**src/rtl/alarm_annunciator_if.sv**
```systemverilog
// Alarm annunciator bus: FSM levels and ack in, panel drives and status out.
// master = the side driving pre_alarm/alarm/ack; slave = the annunciator.
interface alarm_annunciator_if;
  logic       pre_alarm;
  logic       alarm;
  logic       ack;
  logic       led;
  logic       buzzer;
  logic       siren;
  logic [1:0] state;
  logic [7:0] event_cnt;

  modport master (
    output pre_alarm, alarm, ack,
    input  led, buzzer, siren, state, event_cnt
  );

  modport slave (
    input  pre_alarm, alarm, ack,
    output led, buzzer, siren, state, event_cnt
  );
endinterface

```
**src/rtl/alarm_annunciator.sv**
```systemverilog
// Alarm annunciator: turns pre_alarm/alarm levels into LED blink, buzzer beeps
// and siren drive; ack silences the siren once it has been on MIN_SIREN cycles.
// Optional feature macro: ANNUNC_EVENT_COUNT_EN (saturating alarm-entry counter
// on event_cnt; when undefined event_cnt is tied to zero).
module alarm_annunciator #(
  parameter int unsigned CNT_W      = 8,
  parameter int unsigned BLINK_HALF = 4,
  parameter int unsigned BEEP_ON    = 2,
  parameter int unsigned BEEP_OFF   = 6,
  parameter int unsigned MIN_SIREN  = 16
) (
  input  logic                clk,
  input  logic                reset,
  alarm_annunciator_if.slave  bus
);

  localparam int unsigned BLINK_PER = 2 * BLINK_HALF;
  localparam int unsigned BEEP_PER  = BEEP_ON + BEEP_OFF;
  localparam int unsigned EVT_W     = 8;

  typedef enum logic [1:0] {
    ST_IDLE     = 2'b00,
    ST_WARN     = 2'b01,
    ST_ALARM    = 2'b10,
    ST_SILENCED = 2'b11
  } state_t;

  state_t             state_q, state_n;
  logic [CNT_W-1:0]   blink_q, blink_n;
  logic [CNT_W-1:0]   beep_q, beep_n;
  logic [CNT_W-1:0]   hold_q, hold_n, hold_inc;
  logic               mute_q, mute_n;
  logic               led_q, led_n;
  logic               buzzer_q, buzzer_n;
  logic               siren_q, siren_n;
  logic               hold_done;
  logic               entry;
  logic               alarm_entry;
  state_t             exit_st;

  // Next-state decode; hold_done means this edge completes MIN_SIREN cycles in ALARM
  always_comb begin
    hold_inc  = (hold_q >= CNT_W'(MIN_SIREN)) ? CNT_W'(MIN_SIREN) : hold_q + CNT_W'(1);
    hold_done = (hold_inc >= CNT_W'(MIN_SIREN));
    exit_st   = bus.pre_alarm ? ST_WARN : ST_IDLE;
    state_n   = state_q;
    case (state_q)
      ST_IDLE: begin
        if (bus.alarm)          state_n = ST_ALARM;
        else if (bus.pre_alarm) state_n = ST_WARN;
      end
      ST_WARN: begin
        if (bus.alarm)           state_n = ST_ALARM;
        else if (!bus.pre_alarm) state_n = ST_IDLE;
      end
      ST_ALARM: begin
        if (!bus.alarm) begin
          if (hold_done) state_n = exit_st;
        end else if (bus.ack && hold_done) begin
          state_n = ST_SILENCED;
        end
      end
      ST_SILENCED: begin
        if (!bus.alarm) state_n = exit_st;
      end
      default: state_n = ST_IDLE;
    endcase
  end

  // Counter and mute updates: phase counters restart on every state entry
  always_comb begin
    entry       = (state_n != state_q);
    alarm_entry = entry && (state_n == ST_ALARM);
    blink_n     = '0;
    beep_n      = '0;
    hold_n      = '0;
    if (!entry) begin
      blink_n = (blink_q >= CNT_W'(BLINK_PER - 1)) ? '0 : blink_q + CNT_W'(1);
      beep_n  = (beep_q  >= CNT_W'(BEEP_PER - 1))  ? '0 : beep_q  + CNT_W'(1);
    end
    if (state_n == ST_ALARM && !entry) hold_n = hold_inc;
    mute_n = (state_n == ST_WARN) && (state_q == ST_WARN) && (mute_q || bus.ack);
  end

  // Output decode from the state and phase that will hold after this edge
  always_comb begin
    led_n    = 1'b0;
    buzzer_n = 1'b0;
    siren_n  = 1'b0;
    case (state_n)
      ST_WARN: begin
        led_n    = (blink_n < CNT_W'(BLINK_HALF));
        buzzer_n = (beep_n < CNT_W'(BEEP_ON)) && !mute_n;
      end
      ST_ALARM: begin
        led_n   = 1'b1;
        siren_n = 1'b1;
      end
      ST_SILENCED: begin
        led_n = (blink_n < CNT_W'(BLINK_HALF));
      end
      default: begin
        led_n    = 1'b0;
        buzzer_n = 1'b0;
        siren_n  = 1'b0;
      end
    endcase
  end

  // State, counters and registered outputs; reset aborts any pattern at once
  always_ff @(posedge clk) begin
    if (reset) begin
      state_q  <= ST_IDLE;
      blink_q  <= '0;
      beep_q   <= '0;
      hold_q   <= '0;
      mute_q   <= 1'b0;
      led_q    <= 1'b0;
      buzzer_q <= 1'b0;
      siren_q  <= 1'b0;
    end else begin
      state_q  <= state_n;
      blink_q  <= blink_n;
      beep_q   <= beep_n;
      hold_q   <= hold_n;
      mute_q   <= mute_n;
      led_q    <= led_n;
      buzzer_q <= buzzer_n;
      siren_q  <= siren_n;
    end
  end

  assign bus.led    = led_q;
  assign bus.buzzer = buzzer_q;
  assign bus.siren  = siren_q;
  assign bus.state  = state_q;

`ifdef ANNUNC_EVENT_COUNT_EN
  logic [EVT_W-1:0] event_q;

  // Saturating count of ALARM entries, cleared only by reset
  always_ff @(posedge clk) begin
    if (reset) begin
      event_q <= '0;
    end else if (alarm_entry && (event_q != {EVT_W{1'b1}})) begin
      event_q <= event_q + EVT_W'(1);
    end
  end

  assign bus.event_cnt = event_q;
`else
  logic unused_entry;
  assign unused_entry  = alarm_entry;
  assign bus.event_cnt = EVT_W'(0);
`endif

endmodule
```
**src/flat_wrapper.sv**
```systemverilog
// flat-port wrapper written by rule: the top's interface ports become plain ports
module alarm_annunciator_flat 
#(
  parameter int unsigned CNT_W      = 8,
  parameter int unsigned BLINK_HALF = 4,
  parameter int unsigned BEEP_ON    = 2,
  parameter int unsigned BEEP_OFF   = 6,
  parameter int unsigned MIN_SIREN  = 16
)
  (clk, reset, bus_pre_alarm, bus_alarm, bus_ack, bus_led, bus_buzzer, bus_siren, bus_state, bus_event_cnt);
  alarm_annunciator_if bus_i ();
  input  logic clk;
  input  logic reset;
  input wire logic [$bits(bus_i.pre_alarm)-1:0] bus_pre_alarm;
  input wire logic [$bits(bus_i.alarm)-1:0] bus_alarm;
  input wire logic [$bits(bus_i.ack)-1:0] bus_ack;
  output wire logic [$bits(bus_i.led)-1:0] bus_led;
  output wire logic [$bits(bus_i.buzzer)-1:0] bus_buzzer;
  output wire logic [$bits(bus_i.siren)-1:0] bus_siren;
  output wire logic [$bits(bus_i.state)-1:0] bus_state;
  output wire logic [$bits(bus_i.event_cnt)-1:0] bus_event_cnt;
  assign bus_i.pre_alarm = bus_pre_alarm;
  assign bus_i.alarm = bus_alarm;
  assign bus_i.ack = bus_ack;
  assign bus_led = bus_i.led;
  assign bus_buzzer = bus_i.buzzer;
  assign bus_siren = bus_i.siren;
  assign bus_state = bus_i.state;
  assign bus_event_cnt = bus_i.event_cnt;
  alarm_annunciator #(.CNT_W(CNT_W), .BLINK_HALF(BLINK_HALF), .BEEP_ON(BEEP_ON), .BEEP_OFF(BEEP_OFF), .MIN_SIREN(MIN_SIREN)) u_core (.clk(clk), .reset(reset), .bus(bus_i));
endmodule
```
**config.mk**
```make
export PLATFORM = sky130hd
export DESIGN_NAME = alarm_annunciator_flat
export DESIGN_NICKNAME = d
export VERILOG_FILES = /design/src/rtl/alarm_annunciator_if.sv /design/src/rtl/alarm_annunciator.sv /design/src/flat_wrapper.sv
export SDC_FILE = /design/constraint.sdc
export NUM_CORES = 1
export LEC_CHECK = 0
export CAP_MARGIN = 5
export CORE_ASPECT_RATIO = 0.6
export CORE_UTILIZATION = 35
export DETAILED_ROUTE_END_ITERATION = 12
export DONT_BUFFER_PORTS = 1
export GPL_TIMING_DRIVEN = 0
export SETUP_SLACK_MARGIN = 0.15
export SLEW_MARGIN = 15
export SYNTH_ARGS = -nofsm -noshare
export SYNTH_HDL_FRONTEND = slang
export SYNTH_SLANG_ARGS = --single-unit
```
**constraint.sdc**
```tcl
create_clock -name clk -period 2 [get_ports clk]
set_input_delay 0.5 -clock clk [delete_from_list [all_inputs] [get_ports clk]]
set_output_delay 0.5 -clock clk [all_outputs]
set_load 0.02 [all_outputs]
```
* Yosys cells after proc, flatten, opt, wreduce, memory -nomap -nowiden
Cells that the tools add are included.
** Operators by class
- Reduce and logical (&&, ||, !) cells :: 12
- Equality and inequality tests :: 7
- Add/sub/neg operators :: 3
- Bitwise operators :: 2
- Muxes and demuxes :: 17
- $lt $le $gt $ge :: 6
** Operators by type and width (number)
- $mux 8 :: 5
- $add 8x1->8 const B :: 3
- $ge 8x3->1 const B :: 2
- $ge 8x5->1 const B :: 2
- $mux 2 :: 8
- $eq 2x2->1 const B :: 4
- $lt 8x2->1 const B :: 1
- $lt 8x3->1 const B :: 1
- $pmux 2 s4 :: 1
- $reduce_or 2->1 :: 3
- $logic_and 1x1->1 :: 5
- $eq 2x1->1 const B :: 2
- $logic_not 1->1 :: 2
- $logic_not 2->1 :: 1
- $mux 1 :: 2
- $ne 2x2->1 :: 1
- $not 1->1 :: 2
- $pmux 1 s2 :: 1
- $logic_or 1x1->1 :: 1
** Storage, ports and cells
- Output and inout port bits :: 13
- Flip-flop bits (word level) :: 30

* Depth between registers and ports, before layout
- Depth in word-level cells :: 12
- Mapped depth :: 5

* Worst setup path before layout
No wires, ideal clock.
- Kind :: flip-flop to flip-flop
- Start :: reg u_core.blink_q[0]
- End :: reg u_core.blink_q[0]
- Arrival :: 1.393 ns
- Path slack :: 0.522 ns
- Library setup time :: 0.086 ns
- Cell stages (with the launch flop) :: 5
- Period minus slack after synthesis :: 1.478 ns
- Cell sequence :: dfxtp_1 -> ha_1 -> a211o_1 -> or3_1 -> a211oi_1
** On the way
- Cells in the longest elaborated chain, start to end :: 3
- Elaborated cells between the ends (all ways) :: 4
** Ends and longest elaborated chain
- from (decl) :: line alarm_annunciator.sv:29 : logic [CNT_W-1:0] blink_q, blink_n;
- from (signal assigned) :: line alarm_annunciator.sv:123 : blink_q <= blink_n;
- $add 8x1->8 / $ge 8x3->1 (equally long branches) :: line alarm_annunciator.sv:78 : blink_n = (blink_q >= CNT_W'(BLINK_PER - 1)) ? '0 : blink_q + CNT_W'(1);
- $mux 8 * :: line alarm_annunciator.sv:78
- $mux 8 * :: line alarm_annunciator.sv:77 : if (!entry) begin
Mark *: on every way between the ends. The rest lies on a longest branch, timed or not.
A chain may end at the register's enable or synchronous reset.

* Worst setup path after layout
Same ends and word-level chain as after synthesis.

==> results.md <==
* Layout area overhead at 18.0%
* Die area at ~0.0036 mm²
* Global-route wire length before repair at 3280 µm
* Clock period minus final worst setup slack at around 1.6 ns
* Kind of critical path: reg -> reg
* Slew Viols, Final at 0
* Family with the most delay on the worst path: compound AO/OA/AOI/OAI gates
* Area after DPL at about 0.0013 mm²
* Sequential share of the synthesized area at 50.7%
* Storage cell area at 602 µm²
* H-tree Lvls at 2
* Fin. Hold Viols at 0
* Post-Syn Area at about 0.0012 mm²
* Crit-path cells: ha_1 > a211o_1 > or3_1 > a211oi_1
* Final setup vio count at 0
* Setup ws final at 0.385 ns
* Worst skew pair latency at 0.28 ns
* I/O Pins at 18
* CTS Buffer Depth at 2
* Via count at 800
* Worst IR drop on VDD at 0.489 mV
* Number of synthesized flops with an enable pin at 0
* Cell variety after synth at 35
* Run status: finished clean
* Largest stage delay, worst path at 0.41 ns
* Worst hold stages at 2
* Clock Sink Count at 30
* Gr ovfl total at 0
* F_max at ~620 MHz
* CTS tree: built
* Max cap viols at 0
* Slew of the pin with the lowest slew margin at roughly 0.58 ns
* Top cells by area, synth: dfxtp_1 (51%), buf_4 (5.1%), a2111oi_4 (4.7%), ha_1 (4.2%), a211oi_1 (3.2%)
* Initial antenna violation count at 0
* Worst-path clk slew at around 0.060 ns
* Fin crit share at around four fifths
* Worst path required time at 2.19 ns
* Worst hold endpoint: u_core.mute_q
* Mapped Cells at 107
* Worst reg-to-reg path cell count at 4
* DP Wirelength at about 1500 µm
* Vias in the first global route at 726
* Setup slack, reg-to-reg at 0.38 ns
* DP Worst Slack at 0.356 ns
* Row cnt at 15
* Most frequent cells after synthesis: dfxtp_1 (30), buf_4 (8), inv_1 (6), a211oi_1 (5)
* Flops & latches, synth at 30
* Worst endpoint data arrival time at 1.80 ns
* Post-Layout Inst Area at 0.00140 mm²
* Remaining antenna violation count at 0
* Core ar. at 0.00304 mm²
* Post-synth top flop: dfxtp_1
* Cts-stage hold buffer count at 0
* Slew HR at 61.2%
* Worst Skew at 0.00898 ns
* CP Launch Type: register
* Die width at between 70 and 80 µm
* Vias/cell at 4.57
* Drt wl/cell at about 11 µm
* Fillers at 287
* Worst Path Max Fanout at 4
* Clk root buf: clkbuf_8
* Top cell type's share of synthesized area at 50.7%
* Starting Density at 38.9%
* Fin Setup TNS at 0 ns
* N_diodes at 0
* First-pass DRT Iterations at 4
* Area leader, netlist: dfxtp_1
* Final Util at 45.9%
* CP bufs+invs at 0
* # DRC at 0
* Placer Congestion at 0.721
* Yosys warnings at 0
* Largest net degree at the start of global routing at 11
* Syn avg cell area at approximately 11 µm²
* HP Class: in -> reg
* TritonCTS buffer count at 5
* Slowest cell on crit path: or3_1
* Port Buffers at 0
* Asr flop ratio synth at 0%
* P_leak at 0.000539 µW
* RSZ-0062 raised after global routing: false
* Worst Min Path Start: bus_pre_alarm
* Iter 0 DRT Violations at between 60 and 70
* R2R Path End: u_core.blink_q[0]
* Area of the multi-input gates at 548 µm²
* Post-Route WL at 1940 µm
* Share of layout cells above drive strength 1 at 18.0%
* Crit. End Element: register
* Die H at roughly 47 µm
* Pwr/cell area at 859 mW/mm²
* Final nets at around 140
* Most common cell in the netlist: dfxtp_1
* GRT Overall Usage at 13.2%
* R2r startpoint: u_core.blink_q[0]
## kinds of logic (layout without fill, tap and decap cells)
| logic type | Yosys count | after routing | share of synthesized area, % |
|---|---|---|---|
| AOI/OAI and AO/OA | 24 | 24 | 19.1 |
| xor gates and xnor gates | 3 | 3 | 2.22 |
| adders and majority gates | 4 | 4 | 4.23 |
| buffers and inverters | 17 | 25 | 8.67 |
| DFF | 30 | 30 | 50.7 |
| other | 1 | 19 | 0.317 |
| and+or+nand+nor | 28 | 28 | 14.7 |
## flip-flops by register name, indices dropped and copies added, names as in the netlist
name and cells:
u_core.hold_q 8, u_core.bus.siren 1, u_core.mute_q 1, u_core.beep_q 8, u_core.bus.state 2, u_core.bus.buzzer 1
u_core.blink_q 8, u_core.bus.led 1
## cell usage in the layout (no fill, tap or decap), drive strengths merged, types with 4 or more instances in the layout
cell,n
a2111oi,5
a211oi,5
a21oi,4
buf,10
clkbuf,8
conb,19
dfxtp,30
ha,4
inv,6
nand3,5
nor2,4
nor3,4
## worst register-to-register path, cell delays in order (launching register included)
cell	delay [ns]
dfxtp_1	0.33
ha_1	0.23
a211o_1	0.32
or3_1	0.41
a211oi_1	0.24
## what timing repair did
item | CTS | global route
setup endpoints to repair | 0 | 1
setup buffers | 0 | 0
hold endpoints to repair | 0 | 0
resized for setup | 0 | 1
## layout make-up
type                       instances  share of cell area, %
buffer                            11                   5.73
multi-input combinational         78                   39.2
clock buffer                       7                   6.18
clock inverter                     1                  0.358
sequential                        30                   43.1
inverter                           6                   1.61
tap                               42                   3.76
## worst max path at each step
stage                   endpoint  cells past startpoint                start
2_1_floorplan  u_core.blink_q[0]                      4    u_core.blink_q[0]
3_3_place_gp    u_core.hold_q[4]                      4            bus_alarm
3_5_place_dp    u_core.beep_q[3]                      4  u_core.bus.state[1]
4_1_cts         u_core.beep_q[3]                      4  u_core.bus.state[1]
5_1_grt         u_core.beep_q[1]                      3  u_core.bus.state[0]
6_report       u_core.blink_q[0]                      4    u_core.blink_q[0]
## power breakdown
part	internal (µW)	total [µW]	switching [µW]
Combinational	30.9	78.7	47.8
Sequential	617	636	18.6
Clock	277	485	209
Total	925	1200	275
## stage by stage
stage | instances | hold slack, ns | power, µW
finish | 175 | 0.406 | 1200
global route | 175 | 0.392 | 1250
CTS | 175 | 0.394 | 1220
detailed placement | 167 | 0.464 | 726
global placement | 167 | 0.437 | 725
floorplan | 125 | 0.423 | 715
## per-layer routing
| layer | track usage (%) | vias to the layer above | part of all wire [%] |
|---|---|---|---|
| li1 | - | 410 | - |
| met1 | 14.7 | 364 | 50 |
| met2 | 19.8 | 20 | 40 |
| met3 | 7.18 | 6 | 7.2 |
| met4 | 10.2 | 0 | 2.8 |
| met5 | 0 | - | 0 |
(Power assumes the default switching activity.)
